$ cat config.mk
export PLATFORM = sky130hd
export DESIGN_NAME = mio_bus_ws_flat
export DESIGN_NICKNAME = d
export VERILOG_FILES = /design/src/rtl/mio_bus_ws_if.sv /design/src/rtl/mio_bus_ws.sv /design/src/flat_wrapper.sv
export SDC_FILE = /design/constraint.sdc
export NUM_CORES = 1
export LEC_CHECK = 0
export CAP_MARGIN = 20
export CORE_ASPECT_RATIO = 2
export CORE_MARGIN = 4
export CORE_UTILIZATION = 30
export CTS_CLUSTER_SIZE = 28
export DETAILED_ROUTE_END_ITERATION = 16
export PLACE_DENSITY_LB_ADDON = 0.15
export SYNTH_ARGS = -nofsm -noshare
export SYNTH_HDL_FRONTEND = slang
export SYNTH_SLANG_ARGS = --single-unit
$ cat constraint.sdc
create_clock -name clk -period 2.75 [get_ports clk]
set_input_delay 0.6875 -clock clk [delete_from_list [all_inputs] [get_ports clk]]
set_output_delay 0.6875 -clock clk [all_outputs]
set_load 0.005 [all_outputs]
$ cat src/rtl/mio_bus_ws_if.sv
// CPU-side bus, data-RAM port and peripheral-channel port of the wait-state bus bridge.
// The slave modport is the bridge's view; the master modport is the surrounding system.
interface mio_bus_ws_if #(
    parameter int RAM_AW = 10,
    parameter int NCH    = 4
) ();
    logic                  cpu_req;
    logic                  mem_w;
    logic [31:0]           addr_bus;
    logic [31:0]           Cpu_data2bus;
    logic [31:0]           Cpu_data4bus;
    logic                  bus_ready;
    logic                  bus_err;
    logic [RAM_AW-1:0]     ram_addr;
    logic [31:0]           ram_data_in;
    logic [31:0]           ram_data_out;
    logic                  data_ram_we;
    logic [NCH-1:0]        per_sel;
    logic                  per_we;
    logic [7:0]            per_off;
    logic [31:0]           Peripheral_in;
    logic [32*NCH-1:0]     per_rdata;
    logic [NCH-1:0]        per_ack;
    logic [7:0]            err_count;

    modport slave (
        input  cpu_req, mem_w, addr_bus, Cpu_data2bus, ram_data_out, per_rdata, per_ack,
        output Cpu_data4bus, bus_ready, bus_err, ram_addr, ram_data_in, data_ram_we,
               per_sel, per_we, per_off, Peripheral_in, err_count
    );

    modport master (
        output cpu_req, mem_w, addr_bus, Cpu_data2bus, ram_data_out, per_rdata, per_ack,
        input  Cpu_data4bus, bus_ready, bus_err, ram_addr, ram_data_in, data_ram_we,
               per_sel, per_we, per_off, Peripheral_in, err_count
    );
endinterface

$ cat src/rtl/mio_bus_ws.sv
// Bus bridge: decodes a CPU access to the data RAM (fixed wait states) or to one of NCH
// acknowledge-driven peripheral channels, and returns one bus_ready strobe per access.
module mio_bus_ws #(
    parameter int RAM_AW   = 10,
    parameter int NCH      = 4,
    parameter int WAIT_RAM = 1,
    parameter int TIMEOUT  = 15
) (
    input  logic           clk,
    input  logic           rst,
    mio_bus_ws_if.slave    bus
);
    localparam int CNT_MAX = (WAIT_RAM > TIMEOUT) ? WAIT_RAM : TIMEOUT;
    localparam int CNT_W   = $clog2(CNT_MAX + 1);

    typedef enum logic [1:0] {IDLE, RAM, PER, RESP} state_t;

    state_t            state_q, state_d;
    logic [RAM_AW-1:0] waddr_q, waddr_d;
    logic [7:0]        off_q, off_d;
    logic [3:0]        ch_q, ch_d;
    logic [31:0]       wdata_q, wdata_d;
    logic [31:0]       rdata_q, rdata_d;
    logic              we_q, we_d;
    logic              err_q, err_d;
    logic [CNT_W-1:0]  cnt_q, cnt_d;
    logic [7:0]        errcnt_q, errcnt_d;

    logic [3:0]        sel_ch;
    logic              misal, hit_ram, hit_per, dec_err;
    logic              in_ram, in_per;
    logic              ack_hit;
    logic [31:0]       rdata_hit;
    logic [NCH-1:0]    per_sel_v;

    assign sel_ch  = bus.addr_bus[11:8];
    assign misal   = (bus.addr_bus[1:0] != 2'b00);
    assign hit_ram = (bus.addr_bus[31:28] == 4'h0);
    assign hit_per = (bus.addr_bus[31:12] == 20'hffff0) && (sel_ch != 4'd0) && (sel_ch <= 4'(NCH));
    assign dec_err = misal || !(hit_ram || hit_per);

    assign in_ram  = (state_q == RAM);
    assign in_per  = (state_q == PER);

    // Only the latched channel's ack and read data are visible; other channels are ignored.
    always_comb begin
        ack_hit   = 1'b0;
        rdata_hit = '0;
        per_sel_v = '0;
        for (int k = 0; k < NCH; k++) begin
            if (ch_q == 4'(k)) begin
                ack_hit      = bus.per_ack[k];
                rdata_hit    = bus.per_rdata[32*k +: 32];
                per_sel_v[k] = in_per;
            end
        end
    end

    always_comb begin
        state_d  = state_q;
        waddr_d  = waddr_q;
        off_d    = off_q;
        ch_d     = ch_q;
        wdata_d  = wdata_q;
        rdata_d  = rdata_q;
        we_d     = we_q;
        err_d    = err_q;
        cnt_d    = cnt_q;
        errcnt_d = errcnt_q;
        unique case (state_q)
            IDLE: begin
                if (bus.cpu_req) begin
                    waddr_d = bus.addr_bus[RAM_AW+1:2];
                    off_d   = bus.addr_bus[7:0];
                    ch_d    = sel_ch - 4'd1;
                    wdata_d = bus.Cpu_data2bus;
                    we_d    = bus.mem_w;
                    cnt_d   = '0;
                    err_d   = dec_err;
                    if (dec_err) begin
                        rdata_d = '0;
                        state_d = RESP;
                    end else begin
                        state_d = hit_ram ? RAM : PER;
                    end
                end
            end
            RAM: begin
                if (cnt_q == CNT_W'(WAIT_RAM - 1)) begin
                    rdata_d = we_q ? 32'd0 : bus.ram_data_out;
                    state_d = RESP;
                end else begin
                    cnt_d = cnt_q + CNT_W'(1);
                end
            end
            PER: begin
                // An ack arriving on the timeout cycle still completes without error.
                if (ack_hit) begin
                    rdata_d = we_q ? 32'd0 : rdata_hit;
                    state_d = RESP;
                end else if (cnt_q == CNT_W'(TIMEOUT - 1)) begin
                    err_d   = 1'b1;
                    rdata_d = '0;
                    state_d = RESP;
                end else begin
                    cnt_d = cnt_q + CNT_W'(1);
                end
            end
            RESP: begin
                state_d = IDLE;
                if (err_q && (errcnt_q != 8'hff)) begin
                    errcnt_d = errcnt_q + 8'd1;
                end
            end
            default: state_d = IDLE;
        endcase
    end

    always_ff @(posedge clk or negedge rst) begin
        if (!rst) begin
            state_q  <= IDLE;
            waddr_q  <= '0;
            off_q    <= '0;
            ch_q     <= '0;
            wdata_q  <= '0;
            rdata_q  <= '0;
            we_q     <= 1'b0;
            err_q    <= 1'b0;
            cnt_q    <= '0;
            errcnt_q <= '0;
        end else begin
            state_q  <= state_d;
            waddr_q  <= waddr_d;
            off_q    <= off_d;
            ch_q     <= ch_d;
            wdata_q  <= wdata_d;
            rdata_q  <= rdata_d;
            we_q     <= we_d;
            err_q    <= err_d;
            cnt_q    <= cnt_d;
            errcnt_q <= errcnt_d;
        end
    end

    // Strobes are gated by state so an asynchronous reset drops them at once.
    assign bus.bus_ready     = (state_q == RESP);
    assign bus.bus_err       = (state_q == RESP) && err_q;
    assign bus.Cpu_data4bus  = rdata_q;
    assign bus.ram_addr      = in_ram ? waddr_q : '0;
    assign bus.ram_data_in   = in_ram ? wdata_q : '0;
    assign bus.data_ram_we   = in_ram && we_q && (cnt_q == '0);
    assign bus.per_sel       = per_sel_v;
    assign bus.per_we        = in_per && we_q;
    assign bus.per_off       = in_per ? off_q : '0;
    assign bus.Peripheral_in = in_per ? wdata_q : '0;
    assign bus.err_count     = errcnt_q;
endmodule

$ cat src/flat_wrapper.sv
// flat-port wrapper written by rule: the top's interface ports become plain ports
module mio_bus_ws_flat 
#(
    parameter int RAM_AW   = 10,
    parameter int NCH      = 4,
    parameter int WAIT_RAM = 1,
    parameter int TIMEOUT  = 15
)
  (clk, rst, bus_cpu_req, bus_mem_w, bus_addr_bus, bus_Cpu_data2bus, bus_ram_data_out, bus_per_rdata, bus_per_ack, bus_Cpu_data4bus, bus_bus_ready, bus_bus_err, bus_ram_addr, bus_ram_data_in, bus_data_ram_we, bus_per_sel, bus_per_we, bus_per_off, bus_Peripheral_in, bus_err_count);
  mio_bus_ws_if #(.RAM_AW(RAM_AW), .NCH(NCH)) bus_i ();
  input  logic clk;
  input  logic rst;
  input wire logic [$bits(bus_i.cpu_req)-1:0] bus_cpu_req;
  input wire logic [$bits(bus_i.mem_w)-1:0] bus_mem_w;
  input wire logic [$bits(bus_i.addr_bus)-1:0] bus_addr_bus;
  input wire logic [$bits(bus_i.Cpu_data2bus)-1:0] bus_Cpu_data2bus;
  input wire logic [$bits(bus_i.ram_data_out)-1:0] bus_ram_data_out;
  input wire logic [$bits(bus_i.per_rdata)-1:0] bus_per_rdata;
  input wire logic [$bits(bus_i.per_ack)-1:0] bus_per_ack;
  output wire logic [$bits(bus_i.Cpu_data4bus)-1:0] bus_Cpu_data4bus;
  output wire logic [$bits(bus_i.bus_ready)-1:0] bus_bus_ready;
  output wire logic [$bits(bus_i.bus_err)-1:0] bus_bus_err;
  output wire logic [$bits(bus_i.ram_addr)-1:0] bus_ram_addr;
  output wire logic [$bits(bus_i.ram_data_in)-1:0] bus_ram_data_in;
  output wire logic [$bits(bus_i.data_ram_we)-1:0] bus_data_ram_we;
  output wire logic [$bits(bus_i.per_sel)-1:0] bus_per_sel;
  output wire logic [$bits(bus_i.per_we)-1:0] bus_per_we;
  output wire logic [$bits(bus_i.per_off)-1:0] bus_per_off;
  output wire logic [$bits(bus_i.Peripheral_in)-1:0] bus_Peripheral_in;
  output wire logic [$bits(bus_i.err_count)-1:0] bus_err_count;
  assign bus_i.cpu_req = bus_cpu_req;
  assign bus_i.mem_w = bus_mem_w;
  assign bus_i.addr_bus = bus_addr_bus;
  assign bus_i.Cpu_data2bus = bus_Cpu_data2bus;
  assign bus_i.ram_data_out = bus_ram_data_out;
  assign bus_i.per_rdata = bus_per_rdata;
  assign bus_i.per_ack = bus_per_ack;
  assign bus_Cpu_data4bus = bus_i.Cpu_data4bus;
  assign bus_bus_ready = bus_i.bus_ready;
  assign bus_bus_err = bus_i.bus_err;
  assign bus_ram_addr = bus_i.ram_addr;
  assign bus_ram_data_in = bus_i.ram_data_in;
  assign bus_data_ram_we = bus_i.data_ram_we;
  assign bus_per_sel = bus_i.per_sel;
  assign bus_per_we = bus_i.per_we;
  assign bus_per_off = bus_i.per_off;
  assign bus_Peripheral_in = bus_i.Peripheral_in;
  assign bus_err_count = bus_i.err_count;
  mio_bus_ws #(.RAM_AW(RAM_AW), .NCH(NCH), .WAIT_RAM(WAIT_RAM), .TIMEOUT(TIMEOUT)) u_core (.clk(clk), .rst(rst), .bus(bus_i));
endmodule
==> metrics.txt <==
largest net degree at the start of global routing 49; initial DRC count 250; Area after DPL 10100 um^2; Syn-to-layout area delta 72.3%; IO Pins 362; vias per cell 4.91; via count 5882; max incr delay on CP 0.47 ns; Worst EP required 2.97 ns; Port Buf Inserts 361; Yosys top cell area share 39.6%; synth top area cells dfrtp_1 (40%), mux2_2 (8.9%), and2_1 (8.9%); PwrDens 931 nW/um^2; min Tclk post-route 2.67 ns; Seq/Total Area, Yosys 39.6%; Least-Margin Pin Slew 0.599 ns; CTS sink cnt 96; Die Area 22700 um^2; multi-input logic area 3450 um^2; Max clock buf depth 2; Post-synth EDFFs 0; Placed Cells 1182; core area 19900 um^2; standard-cell rows 73; max-slew violation count 0; ys async rst share 100%; layout cells sized above 1 13.9%; first-pass GRT wire length 35300 um; Detail Placement HPWL 18600 um; hold crit path type in -> async; Die W 109 um; Detail Route Antenna Nets 0; clk slew on worst S/H paths 0.06 ns; setup violators final 0; CP max FO 32; clk root buf clkbuf_16; average size of a mapped cell 10.6 um^2; crit path launch type input port; TritonCTS clock tree yes; number of global-route vias before repair 6296; Global Route Usage Sum 20.2%; routed wire length 23700 um; top layer in use met4; n_diodes 0; CP Buf/Inv Count 3; status finished clean; wire per inst 19.8 um; clk_skew 0.00900 ns; postcts setup bufs 0; delay-heaviest family, CP buffers and inverters; syn_nets 818; Worst path depth 9; cell area after layout 10500 um^2; routed wl met2 12500 um; Layout fillers 1888; final net count 1175; total CTS buffers 9; Mapped Area 6070 um^2; Routed met1 length 8170 um; Max Cap Viol 0; critical path class in -> reg; Final Hold Fails 0; initial core utilization 30.5%; Finished Layout Cells 1198; Die Ht 209 um; cell breakdown of the critical path clkdlybuf4s50_1 > inv_1 > ha_1 > xor2_1 > or4_4 > o21bai_4 > a2111oi_4 > buf_12 > mux2_1; cell count of the worst reg-to-reg path 6; routability cong. 0.760; Yosys cell types 47; Slowest-stage cell, CP clkdlybuf4s50_1; Peak Freq 374 MHz; DR DRC count 0; Yosys reg bits 96; Final Util 52.5%; Rel. slew slack 60.0%; DRT Pass-1 Iters 5; Post-Syn Instances 575; sequential cell area 2410 um^2; grt ovf 0; initial antenna violation count 0; met3 WL post-DR 2440 um; latest clock arrival within the worst-skew pair 0.35 ns; Worst VDD drop 0.610 mV; Leakage 4.27 nW; period utilisation layout 97.2%; Syn. warnings 0; CP Capture Type flop; WP data arrival 2.89 ns; # H-tree levels 3; post-synth top area cell dfrtp_1; most common flop cell mapped by yosys dfrtp_1
==> cell usage after synthesis (all sizes together) (5+ instances only) <==
library cell / n
inv: 8
mux2i: 31
nor2: 8
nand2: 38
o21ai: 24
mux2: 78
a32o: 21
buf: 20
and2: 86
a221oi: 21
a221o: 10
and3: 5
xnor2: 7
a21oi: 26
nand3: 15
dfrtp: 96
ha: 11
clkbuf: 28
==> cells by family (layout without fill, tap and decap cells) <==
group / Yosys count / after routing / share of synthesized area, %
AO/OA/AOI/OAI: 112 / 112 / 14.0
multiplexers: 110 / 110 / 21.1
flip-flops: 96 / 96 / 39.6
adder cells (fa/ha/maj): 11 / 11 / 2.27
buffers and inverters: 56 / 417 / 4.62
AND/OR/NAND/NOR: 180 / 180 / 17.0
XOR/XNOR: 10 / 10 / 1.44
==> placed cells by master (no fill, tap or decap), types with 5 or more instances in the layout <==
master	n
nand2_1	37
buf_4	27
ha_1	9
clkdlybuf4s50_1	358
and3_1	5
inv_1	6
nor2_1	8
and2_1	86
o21ai_0	16
buf_12	6
o21ai_1	8
a32o_1	21
clkbuf_16	10
mux2_2	48
a21oi_1	26
a221o_1	10
mux2_1	12
mux2i_1	31
xnor2_1	7
mux2_4	18
nand3_1	15
a221oi_1	21
dfrtp_1	93
==> layout make-up <==
| class | instances | area share [%] |
|---|---|---|
| flip-flops and latches | 96 | 23.0 |
| clock buffers | 13 | 2.49 |
| multi-input cells | 423 | 33.0 |
| clock inverters | 2 | 0.371 |
| well taps | 262 | 3.13 |
| repair buffers | 394 | 37.7 |
| inverters | 8 | 0.287 |
==> what timing repair did <==
action,4_1_cts,5_1_grt
gates cloned,0,1
hold buffers,0,0
gates resized for setup,6,6
setup endpoints to repair,97,84
==> flip-flops by register name, summed over array words and instances, names as in the netlist <==
register                 flops
u_core.bus.Cpu_data4bus     32
u_core.bus.err_count         8
u_core.ch_q                  4
u_core.cnt_q                 4
u_core.err_q                 1
u_core.off_q                 7
u_core.state_q               2
u_core.waddr_q               5
u_core.wdata_q              32
u_core.we_q                  1
==> through the flow <==
step           power [mW]  setup slack, ns  hold WS, ns  setup TNS (ns)
6_report             9.74           0.0769        0.334               0
3_3_place_gp         8.43           -0.426        0.456          -13.18
2_1_floorplan        5.61            0.328        0.392               0
5_1_grt              10.5         -0.00607        0.366         -0.0151
3_5_place_dp         8.47           -0.478        0.473          -14.45
4_1_cts              9.82          -0.0234        0.346         -0.0234
==> worst reg2reg max path: stages, from the launching register on <==
cell and delay, ns:
dfrtp_1 0.52, nor3b_4 0.37, and3_1 0.21, a211oi_2 0.06, a2111oi_4 0.41, buf_12 0.29, mux2_1 0.38
==> report_power, final <==
part	leakage (nW)	internal (mW)	switching, mW
Combinational	2.91	3.33	2.57
Sequential	1.21	2.05	0.510
Clock	0.146	0.752	0.524
==> routing by layer <==
metal	track usage, %	vias to the layer above
met5	0	-
met4	7.50	0
met3	7.85	25
met2	36.8	275
met1	20.3	2773
li1	-	2809
==> final timing paths <==
kind	startpoint	to	slack, ns
min in group clk	u_core.waddr_q[7]$_DFFE_PN0P_	u_core.waddr_q[7]$_DFFE_PN0P_	0.48
hold reg to reg	u_core.waddr_q[7]$_DFFE_PN0P_	u_core.waddr_q[7]$_DFFE_PN0P_	0.48
setup reg to reg	u_core.ch_q[1]$_DFFE_PN0P_	u_core.bus.Cpu_data4bus[7]$_DFFE_PN0P_	0.40
max in group asynchronous	rst	u_core.wdata_q[28]$_DFFE_PN0P_	1.77
setup / recovery	bus_addr_bus[8]	u_core.bus.Cpu_data4bus[7]$_DFFE_PN0P_	0.08
hold / removal	rst	u_core.bus.Cpu_data4bus[10]$_DFFE_PN0P_	0.33
Note: power is estimated with default switching activity, not from simulation.
